<file path="src/rtl/enc_pkg.sv">
// Shared types and constants for the quadrature encoder decoder.
package enc_pkg;
    localparam int COUNT_W = 16;
    localparam int ERR_W   = 8;

    typedef enum logic {INIT, TRACK} state_t;

    typedef enum logic [1:0] {STEP_NONE, STEP_UP, STEP_DN, STEP_ERR} step_t;

    // Maps {A,B} onto its position in the forward sequence 00,01,11,10.
    function automatic logic [1:0] gray_pos(input logic [1:0] g);
        return {g[1], g[1] ^ g[0]};
    endfunction

    function automatic step_t gray_step(input logic [1:0] prev, input logic [1:0] cur);
        logic [1:0] d;
        d = gray_pos(cur) - gray_pos(prev);
        case (d)
            2'd0:    return STEP_NONE;
            2'd1:    return STEP_UP;
            2'd3:    return STEP_DN;
            default: return STEP_ERR;
        endcase
    endfunction
endpackage

</file>
<file path="src/rtl/enc_quad_decoder_if.sv">
// Encoder pins, control pulses and count/status outputs of one encoder slot.
interface enc_quad_decoder_if;
    import enc_pkg::*;

    logic               encA;
    logic               encB;
    logic               clear;
    logic               snapshot;
    logic [COUNT_W-1:0] count;
    logic [COUNT_W-1:0] snap;
    logic               dir;
    logic [ERR_W-1:0]   err_cnt;
    logic               valid;

    modport master (
        output encA, encB, clear, snapshot,
        input  count, snap, dir, err_cnt, valid
    );

    modport slave (
        input  encA, encB, clear, snapshot,
        output count, snap, dir, err_cnt, valid
    );
endinterface

</file>
<file path="src/rtl/enc_glitch_filter.sv">
// One encoder channel: 2-FF synchroniser followed by a run-length glitch filter.
// Latency: 2 clk to sync, then FILTER_LEN ticks of a stable level to update filt.
// Backpressure: none; free-running, load forces filt to the current sync value.
module enc_glitch_filter #(
    parameter int FILTER_LEN = 4
) (
    input  logic clk,
    input  logic rst_n,
    input  logic raw,
    input  logic tick,
    input  logic load,
    output logic sync,
    output logic filt
);
    logic       meta;
    logic [3:0] run;

    always_ff @(posedge clk or negedge rst_n) begin
        if (!rst_n) begin
            meta <= 1'b0;
            sync <= 1'b0;
            filt <= 1'b0;
            run  <= 4'd0;
        end else begin
            meta <= raw;
            sync <= meta;
            if (load) begin
                filt <= sync;
                run  <= 4'd0;
            end else if (tick) begin
                // The tick that completes the run accepts the new level.
                if (sync != filt) begin
                    if (run == 4'(FILTER_LEN - 1)) begin
                        filt <= sync;
                        run  <= 4'd0;
                    end else begin
                        run <= run + 4'd1;
                    end
                end else begin
                    run <= 4'd0;
                end
            end
        end
    end
endmodule

</file>
<file path="src/rtl/enc_quad_decoder.sv">
// Quadrature A/B decoder with 16-bit position count, error counter and tear-free snapshot.
// Latency: with PRESCALE=1 an input edge reaches count FILTER_LEN+3 clk later.
// Backpressure: none; clear and snapshot are single-cycle pulses.
module enc_quad_decoder
    import enc_pkg::*;
#(
    parameter int PRESCALE   = 1,
    parameter int FILTER_LEN = 4,
    parameter int INVERT     = 0
) (
    input  logic                clk,
    input  logic                nReset,
    enc_quad_decoder_if.slave   enc
);
    logic [7:0]         pre_cnt;
    logic               tick;
    logic [1:0]         start_cnt;
    logic               start_done;
    state_t             state_q, state_d;
    logic               load;
    logic               sync_a, sync_b, filt_a, filt_b;
    logic [1:0]         prev;
    logic [1:0]         cur;
    step_t              step;
    logic               track_tick;
    logic [COUNT_W-1:0] count_q, snap_q;
    logic [ERR_W-1:0]   err_q;
    logic               dir_q, valid_q;

    assign tick       = (pre_cnt == 8'(PRESCALE - 1));
    assign start_done = (start_cnt == 2'd3);

    always_ff @(posedge clk or negedge nReset) begin
        if (!nReset) begin
            pre_cnt   <= 8'd0;
            start_cnt <= 2'd0;
            state_q   <= INIT;
        end else begin
            pre_cnt <= tick ? 8'd0 : pre_cnt + 8'd1;
            if (!start_done)
                start_cnt <= start_cnt + 2'd1;
            state_q <= state_d;
        end
    end

    // Wait for the synchronisers to fill before trusting the pins.
    always_comb begin
        state_d = state_q;
        load    = 1'b0;
        case (state_q)
            INIT: begin
                if (tick && start_done) begin
                    load    = 1'b1;
                    state_d = TRACK;
                end
            end
            TRACK:   state_d = TRACK;
            default: state_d = INIT;
        endcase
    end

    enc_glitch_filter #(.FILTER_LEN(FILTER_LEN)) u_filt_a (
        .clk(clk), .rst_n(nReset), .raw(enc.encA), .tick(tick), .load(load),
        .sync(sync_a), .filt(filt_a)
    );

    enc_glitch_filter #(.FILTER_LEN(FILTER_LEN)) u_filt_b (
        .clk(clk), .rst_n(nReset), .raw(enc.encB), .tick(tick), .load(load),
        .sync(sync_b), .filt(filt_b)
    );

    assign cur        = {filt_a, filt_b};
    assign step       = gray_step(prev, cur);
    assign track_tick = tick && (state_q == TRACK);

    always_ff @(posedge clk or negedge nReset) begin
        if (!nReset) begin
            prev    <= 2'b00;
            valid_q <= 1'b0;
            count_q <= '0;
            snap_q  <= '0;
            dir_q   <= 1'b0;
            err_q   <= '0;
        end else begin
            if (load) begin
                prev    <= {sync_a, sync_b};
                valid_q <= 1'b1;
            end else if (track_tick) begin
                prev <= cur;
            end

            // snap takes the pre-update count, so it is unaffected by a same-cycle step or clear.
            if (enc.snapshot)
                snap_q <= count_q;

            if (enc.clear) begin
                count_q <= '0;
                err_q   <= '0;
            end else if (track_tick) begin
                case (step)
                    STEP_UP: begin
                        count_q <= (INVERT != 0) ? count_q - COUNT_W'(1) : count_q + COUNT_W'(1);
                        dir_q   <= (INVERT == 0);
                    end
                    STEP_DN: begin
                        count_q <= (INVERT != 0) ? count_q + COUNT_W'(1) : count_q - COUNT_W'(1);
                        dir_q   <= (INVERT != 0);
                    end
                    STEP_ERR: begin
                        if (err_q != '1)
                            err_q <= err_q + ERR_W'(1);
                    end
                    default: ;
                endcase
            end
        end
    end

    assign enc.count   = count_q;
    assign enc.snap    = snap_q;
    assign enc.dir     = dir_q;
    assign enc.err_cnt = err_q;
    assign enc.valid   = valid_q;
endmodule

</file>
<file path="src/flat_wrapper.sv">
// flat-port wrapper written by rule: the top's interface ports become plain ports
module enc_quad_decoder_flat import enc_pkg::*;
#(
    parameter int PRESCALE   = 1,
    parameter int FILTER_LEN = 4,
    parameter int INVERT     = 0
)
  (clk, nReset, enc_encA, enc_encB, enc_clear, enc_snapshot, enc_count, enc_snap, enc_dir, enc_err_cnt, enc_valid);
  enc_quad_decoder_if enc_i ();
  input  logic clk;
  input  logic nReset;
  input wire logic [$bits(enc_i.encA)-1:0] enc_encA;
  input wire logic [$bits(enc_i.encB)-1:0] enc_encB;
  input wire logic [$bits(enc_i.clear)-1:0] enc_clear;
  input wire logic [$bits(enc_i.snapshot)-1:0] enc_snapshot;
  output wire logic [$bits(enc_i.count)-1:0] enc_count;
  output wire logic [$bits(enc_i.snap)-1:0] enc_snap;
  output wire logic [$bits(enc_i.dir)-1:0] enc_dir;
  output wire logic [$bits(enc_i.err_cnt)-1:0] enc_err_cnt;
  output wire logic [$bits(enc_i.valid)-1:0] enc_valid;
  assign enc_i.encA = enc_encA;
  assign enc_i.encB = enc_encB;
  assign enc_i.clear = enc_clear;
  assign enc_i.snapshot = enc_snapshot;
  assign enc_count = enc_i.count;
  assign enc_snap = enc_i.snap;
  assign enc_dir = enc_i.dir;
  assign enc_err_cnt = enc_i.err_cnt;
  assign enc_valid = enc_i.valid;
  enc_quad_decoder #(.PRESCALE(PRESCALE), .FILTER_LEN(FILTER_LEN), .INVERT(INVERT)) u_core (.clk(clk), .nReset(nReset), .enc(enc_i));
endmodule
</file>
<file path="config.mk">
export PLATFORM = sky130hd
export DESIGN_NAME = enc_quad_decoder_flat
export DESIGN_NICKNAME = d
export VERILOG_FILES = /design/src/rtl/enc_pkg.sv /design/src/rtl/enc_quad_decoder_if.sv /design/src/rtl/enc_glitch_filter.sv /design/src/rtl/enc_quad_decoder.sv /design/src/flat_wrapper.sv
export SDC_FILE = /design/constraint.sdc
export NUM_CORES = 1
export LEC_CHECK = 0
export ABC_AREA = 1
export CAP_MARGIN = 40
export CORE_ASPECT_RATIO = 0.7
export CORE_UTILIZATION = 52
export CTS_CLUSTER_DIAMETER = 40
export DETAILED_ROUTE_END_ITERATION = 16
export HOLD_SLACK_MARGIN = 0.02
export PLACE_DENSITY = 0.77
export SYNTH_ARGS = -nofsm -noshare
export SYNTH_HDL_FRONTEND = slang
export SYNTH_SLANG_ARGS = --single-unit
</file>
<file path="constraint.sdc">
create_clock -name clk -period 3.1 [get_ports clk]
set_input_delay 0.62 -clock clk [delete_from_list [all_inputs] [get_ports clk]]
set_output_delay 0.62 -clock clk [all_outputs]
set_load 0.01 [all_outputs]
</file>
==> results of run 1 <==
synthesized netlist by cell type (2+ instances only):
cell and instances:
a21oi_1 26, buf_2 3, clkbuf_1 6, dfrtp_1 69
ha_1 10, inv_1 61, inv_2 5, mux2_2 4
nand2_1 108, nand2_2 11, nand2_4 4, nand3_1 31
nand3_2 2, nand4_1 13, nor2_1 36, nor2_2 6
nor3_1 6, o21ai_0 32, o22ai_1 3, o31ai_1 3
o41ai_1 9, or2_2 2, xnor2_1 2, xor2_1 11
xor2_2 2
state kept, by name, summed over array words and instances (netlist names):
register and cells:
u_core.enc.count 16, u_core.enc.dir 1, u_core.enc.err_cnt 8, u_core.enc.snap 16, u_core.enc.valid 1, u_core.pre_cnt 8, u_core.prev 2, u_core.start_cnt 2
u_core.state_q 1, u_core.u_filt_a.filt 1, u_core.u_filt_a.meta 1, u_core.u_filt_a.run 4, u_core.u_filt_a.sync 1, u_core.u_filt_b.filt 1, u_core.u_filt_b.meta 1, u_core.u_filt_b.run 4
u_core.u_filt_b.sync 1
final timing paths:
kind,startpoint,end
worst max-delay path,u_core.u_filt_a.filt,u_core.enc.count[8]
worst min-delay path,nReset,u_core.enc.count[14]
worst max register to register,u_core.u_filt_a.filt,u_core.enc.count[8]
worst min register to register,u_core.u_filt_a.meta,u_core.u_filt_a.sync
max in group asynchronous,nReset,u_core.enc.dir
min in group clk,u_core.u_filt_a.meta,u_core.u_filt_a.sync
cells by family (layout without fill, tap and decap cells):
group	count (synthesis)	in the layout	share of synthesized area
AND/OR/NAND/NOR	222	222	0.264
AO/OA/AOI/OAI	82	82	0.124
buffers and inverters	78	136	0.0806
flip-flops	69	69	0.441
XOR/XNOR	16	16	0.0445
adder cells (fa/ha/maj)	10	10	0.0320
multiplexers	5	5	0.0141
layer usage:
layer,wire length [microns],up-vias
met4,95,0
met1,4660,1607
met5,0,-
met2,3880,139
li1,-,1686
met3,676,11
metrics by stage:
| stage | util | hold WS, ns | worst slack, ns |
|---|---|---|---|
| finish | 0.645 | 0.256 | 0.418 |
| global route | 0.645 | 0.291 | 0.171 |
| CTS | 0.645 | 0.287 | 0.462 |
| detailed placement | 0.617 | 0.349 | 0.466 |
| global placement | 0.617 | 0.338 | 0.569 |
| floorplan | - | 0.324 | 0.691 |
worst max-delay path: stages (launching register included):
cell and delay (ns):
dfrtp_1 0.44, xnor2_1 0.16, ha_1 0.31, inv_1 0.21, nand3_4 0.24, nand2_4 0.12, nand2_1 0.07, inv_1 0.06
ha_1 0.13, inv_1 0.06, a21oi_2 0.19, nand2_1 0.07, nand2_1 0.13, nand2_1 0.11, nand2_1 0.07, nand2_1 0.05
nand3_1 0.06, o21ai_1 0.06
placed cells by master (no fill, tap or decap), types with 2 or more instances in the layout:
cell and count:
buf_4 4, nand3_1 31, nand2_1 108, clkbuf_8 11
nor2_2 6, nor2_1 36, o21ai_0 32, nor3_1 6
nand4_1 13, inv_1 61, xor2_1 11, nand2_4 4
o41ai_1 9, xor2_2 2, dfrtp_1 69, ha_1 10
o22ai_1 3, xnor2_1 2, clkinvlp_4 2, clkdlybuf4s50_1 46
o31ai_1 3, nand3_2 2, inv_2 5, mux2_2 4
nand2_2 11, or2_2 2, a21oi_1 26
cell type report:
type | instances | area (sq um) | area share
clock inverters | 5 | 58.8 | 0.0125
well taps | 98 | 123 | 0.0261
flip-flops and latches | 69 | 1730 | 0.367
inverters | 68 | 258 | 0.0548
repair buffers | 52 | 515 | 0.110
clock buffers | 11 | 151 | 0.0322
multi-input cells | 335 | 1870 | 0.398
report_power, final:
part | internal (W) | switching (W) | leakage [nW]
clock | 0.000416 | 0.000374 | 0.102
combinational | 0.00129 | 0.00239 | 1.28
sequential | 0.00109 | 0.000221 | 0.884
total | 0.00280 | 0.00298 | 2.26
==> flow_summary.ini, run 1 <==
[global_route]
grt_pass1_vias = 3142
use_met1 = 0.382
antenna_found_initial = 0
overflow = 0
grt_max_degree = 70
grt_use_total = 0.255
grt_pass1_wl_microns = 15500
busiest_layer = met1
grt_util_met2 = 0.371
use_met3 = 0.0613

[power_and_ir_drop]
p_per_area_nw_per_um2 = 1230
irDropWorstVdd_mv = 0.611
p_leak_nw = 2.26
p_total_w = 0.00578

[timing]
clock.fmax_mhz = 373
hold_violations = 0
rsz0062_at_grt = no
post-route-period-util = 0.865
slew_headroom = 0.548
finalSetupTns_ns = 0
fin_skew_ns = 0.0154
slew_viol_final = 0
fin_crit_ns = 2.68
finalSetupViolations = 0
timing_worst_slew_pin_value_ns = 0.670

[critical_path]
cp_max_fo = 10
crit_required_ns = 3.33
crit_type = register to register
cp-start-kind = register
reg2regPathDepth = 17
r2r_slack_ns = 0.42
critPathArrivalTime_ns = 2.91
endpoint_kind = register

[die]
die_area_sq_um = 7880
pin_count = 48
coreArea_sq_um = 7290
fp.dieW_microns = 106
chipHeight_microns = 74.6
initial_core_util = 0.537
row_count = 26

[logic_synthesis]
syn_area_sq_um = 3910
syn_avg_cell_area_sq_um = 8.12
synthTopCellsByArea = dfrtp_1 44%, nand2_1 10%, inv_1 5.9%
ys.flop_type = dfrtp_1
ys_types = 42
async_reset_ff_frac = 1.00
yosys.area.top_type = dfrtp_1
syn_nets = 498
synth-seq-cells = 69
synth_edf_count = 0
synth_top_area_share = 0.441
yosysSeqAreaShare = 0.441
postSynthCellCount = 482
yosys_warnings = 0

[clock_tree]
path_clk_slew_ns = 0.08
htree_num_levels = 3
cts_resized = 0
clkLatencyLatePin_ns = 0.36
hold_buffers = 0
clockRootBuffer = clkbuf_8
clock-sinks = 69
post-cts-setup-buffer-count = 0
cts_tree = built
numCtsBuffers = 9
clockBufferDepth = 2

[routing]
vias = 3443
ant_nets = 0
dr.first_iter.drc_count = 282
post-route-drc-count = 0
drt-wirelength-per-cell_microns = 14.6
viasPerCell = 5.40
wirelength_microns = 9310
firstDrtPassIters = 7

[final_layout]
area_growth_pct = 20.2
fill_cells = 632
final_area_sq_um = 4700
antenna_cells = 0
stdcell_count = 638
drive_gt1_frac = 0.120
nNetsFinal = 551

[placed_design]
io_buffers = 47
dp_hpwl_microns = 6600
finalWeightedCongestion = 0.935
placed_area_sq_um = 4490
dp.cells = 622

[run]
maxCapViolCount = 0

[hold_path]
hold_path_class = input port to async pin

[run_status]
status = finished clean
(Power assumes the default switching activity.)
==> inputs of run 2 (changes only) <==
CORE_UTILIZATION = 35   (was 52)
PLACE_DENSITY = 0.56   (was 0.77)
==> flow_summary.ini, run 2 (synthesized netlist as in run 1, its figures left out) <==
[run_status]
status = finished clean

[clock_tree]
clockBufferDepth = 2
path_clk_slew_ns = 0.06
hold_buffers = 0
clock-sinks = 69
numCtsBuffers = 9
clockRootBuffer = clkbuf_16
htree_num_levels = 3
cts_tree = built
clkLatencyLatePin_ns = 0.33

[placed_design]
finalWeightedCongestion = 0.837
io_buffers = 47
dp_hpwl_microns = 7280

[global_route]
antenna_found_initial = 0
grt_use_total = 0.182
grt_pass1_wl_microns = 16500
overflow = 0
grt_max_degree = 26
grt_pass1_vias = 3211

[critical_path]
endpoint_kind = register
rr_startpoint = u_core.u_filt_a.filt
cp_max_fo = 16
path_common_cell = nand2_1
crit_type = register to register
crit_required_ns = 3.30
cp_slowest_stage_delay_ns = 0.45
cp-start-kind = register
critPathLaunch = u_core.u_filt_a.filt
critPathArrivalTime_ns = 2.99
cp_cell_sequence = xnor2_1 > ha_1 > inv_1 > nand3_4 > nand2_4 > nand2_1 > inv_1 > ha_1 > inv_1 > a21oi_2 > nand2_1 > nand2_1 > nand2_1 > nand2_1 > nand2_1 > nand3_1 > o21ai_1
slowest_stage = dfrtp_1

[power_and_ir_drop]
p_leak_nw = 2.28
p_per_area_nw_per_um2 = 1230
irDropWorstVdd_mv = 0.570

[timing]
slew_headroom = 0.587
slew_viol_final = 0
fin_crit_ns = 2.79
clock.fmax_mhz = 359
fin_skew_ns = 0.00400
hold_ws_ns = 0.271
finalSetupViolations = 0
hold_violations = 0
post-route-period-util = 0.900
timing_worst_slew_pin_value_ns = 0.612
rsz0062_at_grt = no
finalSetupTns_ns = 0

[hold_path]
hold_path_class = input port to async pin

[routing]
ant_nets = 0
dr.first_iter.drc_count = 291
firstDrtPassIters = 5
drt-wirelength-per-cell_microns = 14.2
viasPerCell = 4.88
vias = 3354
wirelength_microns = 9750
post-route-drc-count = 0

[die]
die_area_sq_um = 11600
coreArea_sq_um = 10600
pin_count = 48
chipHeight_microns = 90.5
fp.dieW_microns = 128
initial_core_util = 0.369
row_count = 31

[final_layout]
multiInputGateArea_sq_um = 1870
fill_cells = 1043
nNetsFinal = 551
area_growth_pct = 23.0
drive_gt1_frac = 0.117
final_common_cell = nand2_1
final_cell_mix = 108 x nand2_1, 69 x dfrtp_1, 61 x inv_1
area.sequential_sq_um = 1730
antenna_cells = 0

[run]
maxCapViolCount = 0
-- run 2: final timing paths --
| check | endpoint | depth (start not counted) | slack, ns |
|---|---|---|---|
| max | u_core.enc.count[8] | 17 | 0.31 |
| min | u_core.enc.err_cnt[4] | 1 | 0.27 |
| max reg2reg | u_core.enc.count[8] | 17 | 0.31 |
| min reg2reg | u_core.u_filt_b.sync | 0 | 0.35 |
| max in group asynchronous | u_core.enc.count[14] | 2 | 2.09 |
| min in group clk | u_core.u_filt_b.sync | 0 | 0.35 |
-- run 2: final cells by class --
class	count	area share
tap	148	0.0385
inverter	68	0.0541
multi-input combinational	335	0.389
clock inverter	4	0.00520
timing repair buffer	52	0.104
clock buffer	11	0.0504
sequential	69	0.359
-- run 2: metal layers --
layer,routed length (microns),vias to the layer above,global-route usage,part of all wire
met3,511,11,0.0385,0.052
met5,0,-,0,0
met2,3860,105,0.241,0.40
met4,143,0,0.0588,0.015
met1,5240,1550,0.287,0.54
li1,-,1688,-,-
-- run 2: critical path, delay by kind of cell, from the launching register on --
family / cells / cell delay (ns)
AOI/OAI and AO/OA: 2 / 0.24
buffers and inverters: 3 / 0.33
xor gates and xnor gates: 1 / 0.17
and+or+nand+nor: 9 / 1.02
DFF: 1 / 0.45
adders and majority gates: 2 / 0.45
-- run 2: report_power, final --
group          internal, W  leakage, nW  switching, W
Combinational      0.00126         1.27       0.00239
Clock             0.000556        0.127      0.000378
Sequential         0.00110        0.884      0.000231
Total              0.00292         2.28       0.00300
-- run 2: metrics by stage --
| step | setup slack (ns) | instance area [sq um] | total power [W] | util | std cells |
|---|---|---|---|---|---|
| finish | 0.311 | 4810 | 0.00591 | 0.455 | 687 |
| global route | 0.0246 | 4810 | 0.00646 | 0.455 | 687 |
| CTS | 0.298 | 4810 | 0.00589 | 0.454 | 687 |
| detailed placement | 0.318 | 4540 | 0.00493 | 0.429 | 672 |
| global placement | 0.423 | 4540 | 0.00487 | 0.429 | 672 |
| floorplan | 0.691 | 3910 | 0.00409 | - | 482 |
-- run 2: what timing repair did --
item                                   4_1_cts  5_1_grt
setup endpoints to repair                    0        1
resized for setup                            0        1
endpoints found under the hold margin        0        0
setup buffers                                0        0
==> inputs of run 3 (changes only) <==
CORE_ASPECT_RATIO = 0.75   (was 0.7)
==> flow_summary.ini, run 3 (synthesized netlist as in run 1, its figures left out) <==
[clock_tree]
clock-sinks = 69
clockRootBuffer = clkbuf_16
numCtsBuffers = 9
path_clk_slew_ns = 0.06
cts_resized = 0
clockBufferDepth = 2
hold_buffers = 0
cts_tree = built
clkLatencyLatePin_ns = 0.33
post-cts-setup-buffer-count = 0
htree_num_levels = 3

[power_and_ir_drop]
p_leak_nw = 2.31
seqPwrFrac = 0.220
p_per_area_nw_per_um2 = 1240
power.share.clock = 0.175
power_switching_share = 0.497
internal_power_w = 0.00303
comb_power_share = 0.605
irDropWorstVdd_mv = 0.607
p_sw_w = 0.00299

[critical_path]
endpoint_kind = register
path_buf_inv = 3
r2r_slack_ns = 0.39
cp-start-kind = register
slowest_stage = dfrtp_1
r2r_end = u_core.enc.count[15]
crit_cells = 14
crit_type = register to register
rr_startpoint = u_core.u_filt_a.filt
cp_max_fo = 20
critPathArrivalTime_ns = 2.93
path_common_cell = nand2_1
cp_slowest_stage_delay_ns = 0.45
cp_cell_sequence = xnor2_1 > ha_1 > inv_1 > nand3_4 > inv_4 > ha_1 > nand2_1 > inv_1 > nand2_1 > nor2_1 > nor2_2 > nand3_1 > nand3_1 > nand2_1
crit_required_ns = 3.32
crit_family = simple AND/OR/NAND/NOR gates
critPathLaunch = u_core.u_filt_a.filt
reg2regPathDepth = 14

[die]
chipHeight_microns = 93.6
die_area_sq_um = 11600
initial_core_util = 0.359
row_count = 33
pin_count = 48
fp.dieW_microns = 124
coreArea_sq_um = 10900

[routing]
dr.first_iter.drc_count = 261
ant_nets = 0
firstDrtPassIters = 4
wirelength_microns = 9730
drt-wirelength-per-cell_microns = 14.3
viasPerCell = 4.90
vias = 3329
post-route-drc-count = 0

[timing]
finalSetupTns_ns = 0
slew_headroom = 0.522
fin_skew_ns = 0.00822
slew_viol_final = 0
clock.fmax_mhz = 369
hold_violations = 0
finalSetupViolations = 0
rsz0062_at_grt = no
timing_worst_slew_pin_value_ns = 0.717
fin_crit_ns = 2.71
post-route-period-util = 0.874
hold_ws_ns = 0.345
layout_setup_ws_ns = 0.392

[final_layout]
area_growth_pct = 23.9
nNetsFinal = 551
final_common_cell = nand2_1
stdcell_count = 680
final_area_sq_um = 4850
final_cell_mix = 108 x nand2_1, 69 x dfrtp_1, 61 x inv_1
antenna_cells = 0
drive_gt1_frac = 0.120

[placed_design]
placed_area_sq_um = 4550
dp.cells = 664
io_buffers = 47
finalWeightedCongestion = 0.860
dp_hpwl_microns = 7070
dpl_worst_slack_ns = 0.417

[run]
maxCapViolCount = 0

[global_route]
overflow = 0
grt_max_degree = 42
antenna_found_initial = 0
grt_pass1_wl_microns = 16300
grt_pass1_vias = 3143
grt_use_total = 0.184

[run_status]
status = finished clean

[hold_path]
hold_path_class = input port to async pin
-- run 3: layout make-up --
cell class | count | area [sq um]
timing repair buffer | 52 | 515
fill | 1102 | 6050
clock buffer | 10 | 239
sequential | 69 | 1730
clock inverter | 6 | 62.6
tap | 140 | 175
inverter | 68 | 258
multi-input combinational | 335 | 1870
-- run 3: how the worst max path moves through the flow --
stage	slack, ns	end
global placement	0.51	u_core.enc.count[15]
CTS	0.39	u_core.enc.count[15]
finish	0.39	u_core.enc.count[15]
global route	0.09	u_core.enc.count[11]
detailed placement	0.42	u_core.enc.count[15]
floorplan	0.69	u_core.enc.count[15]
-- run 3: power by group through the flow --
stage	sequential (W)	combinational [W]	clock [W]
3_5_place_dp	0.00134	0.00361	0
5_1_grt	0.00135	0.00410	0.00112
2_1_floorplan	0.00131	0.00279	0
3_3_place_gp	0.00133	0.00360	0
4_1_cts	0.00132	0.00363	0.00107
6_report	0.00132	0.00364	0.00105
-- run 3: per-stage QoR --
stage / util / power (W)
final: 0.445 / 0.00602
after global routing: 0.445 / 0.00657
after CTS: 0.445 / 0.00603
after detailed placement: 0.417 / 0.00495
after global placement: 0.417 / 0.00493
after floorplan: - / 0.00409
-- run 3: layer usage --
layer,vias to the layer above,wire length (microns),global-route usage,part of all wire
met5,-,0,0,0
met4,0,78,0.0635,0.0080
met3,7,553,0.0366,0.057
met2,89,3970,0.243,0.41
met1,1547,5130,0.289,0.53
li1,1686,-,-,-
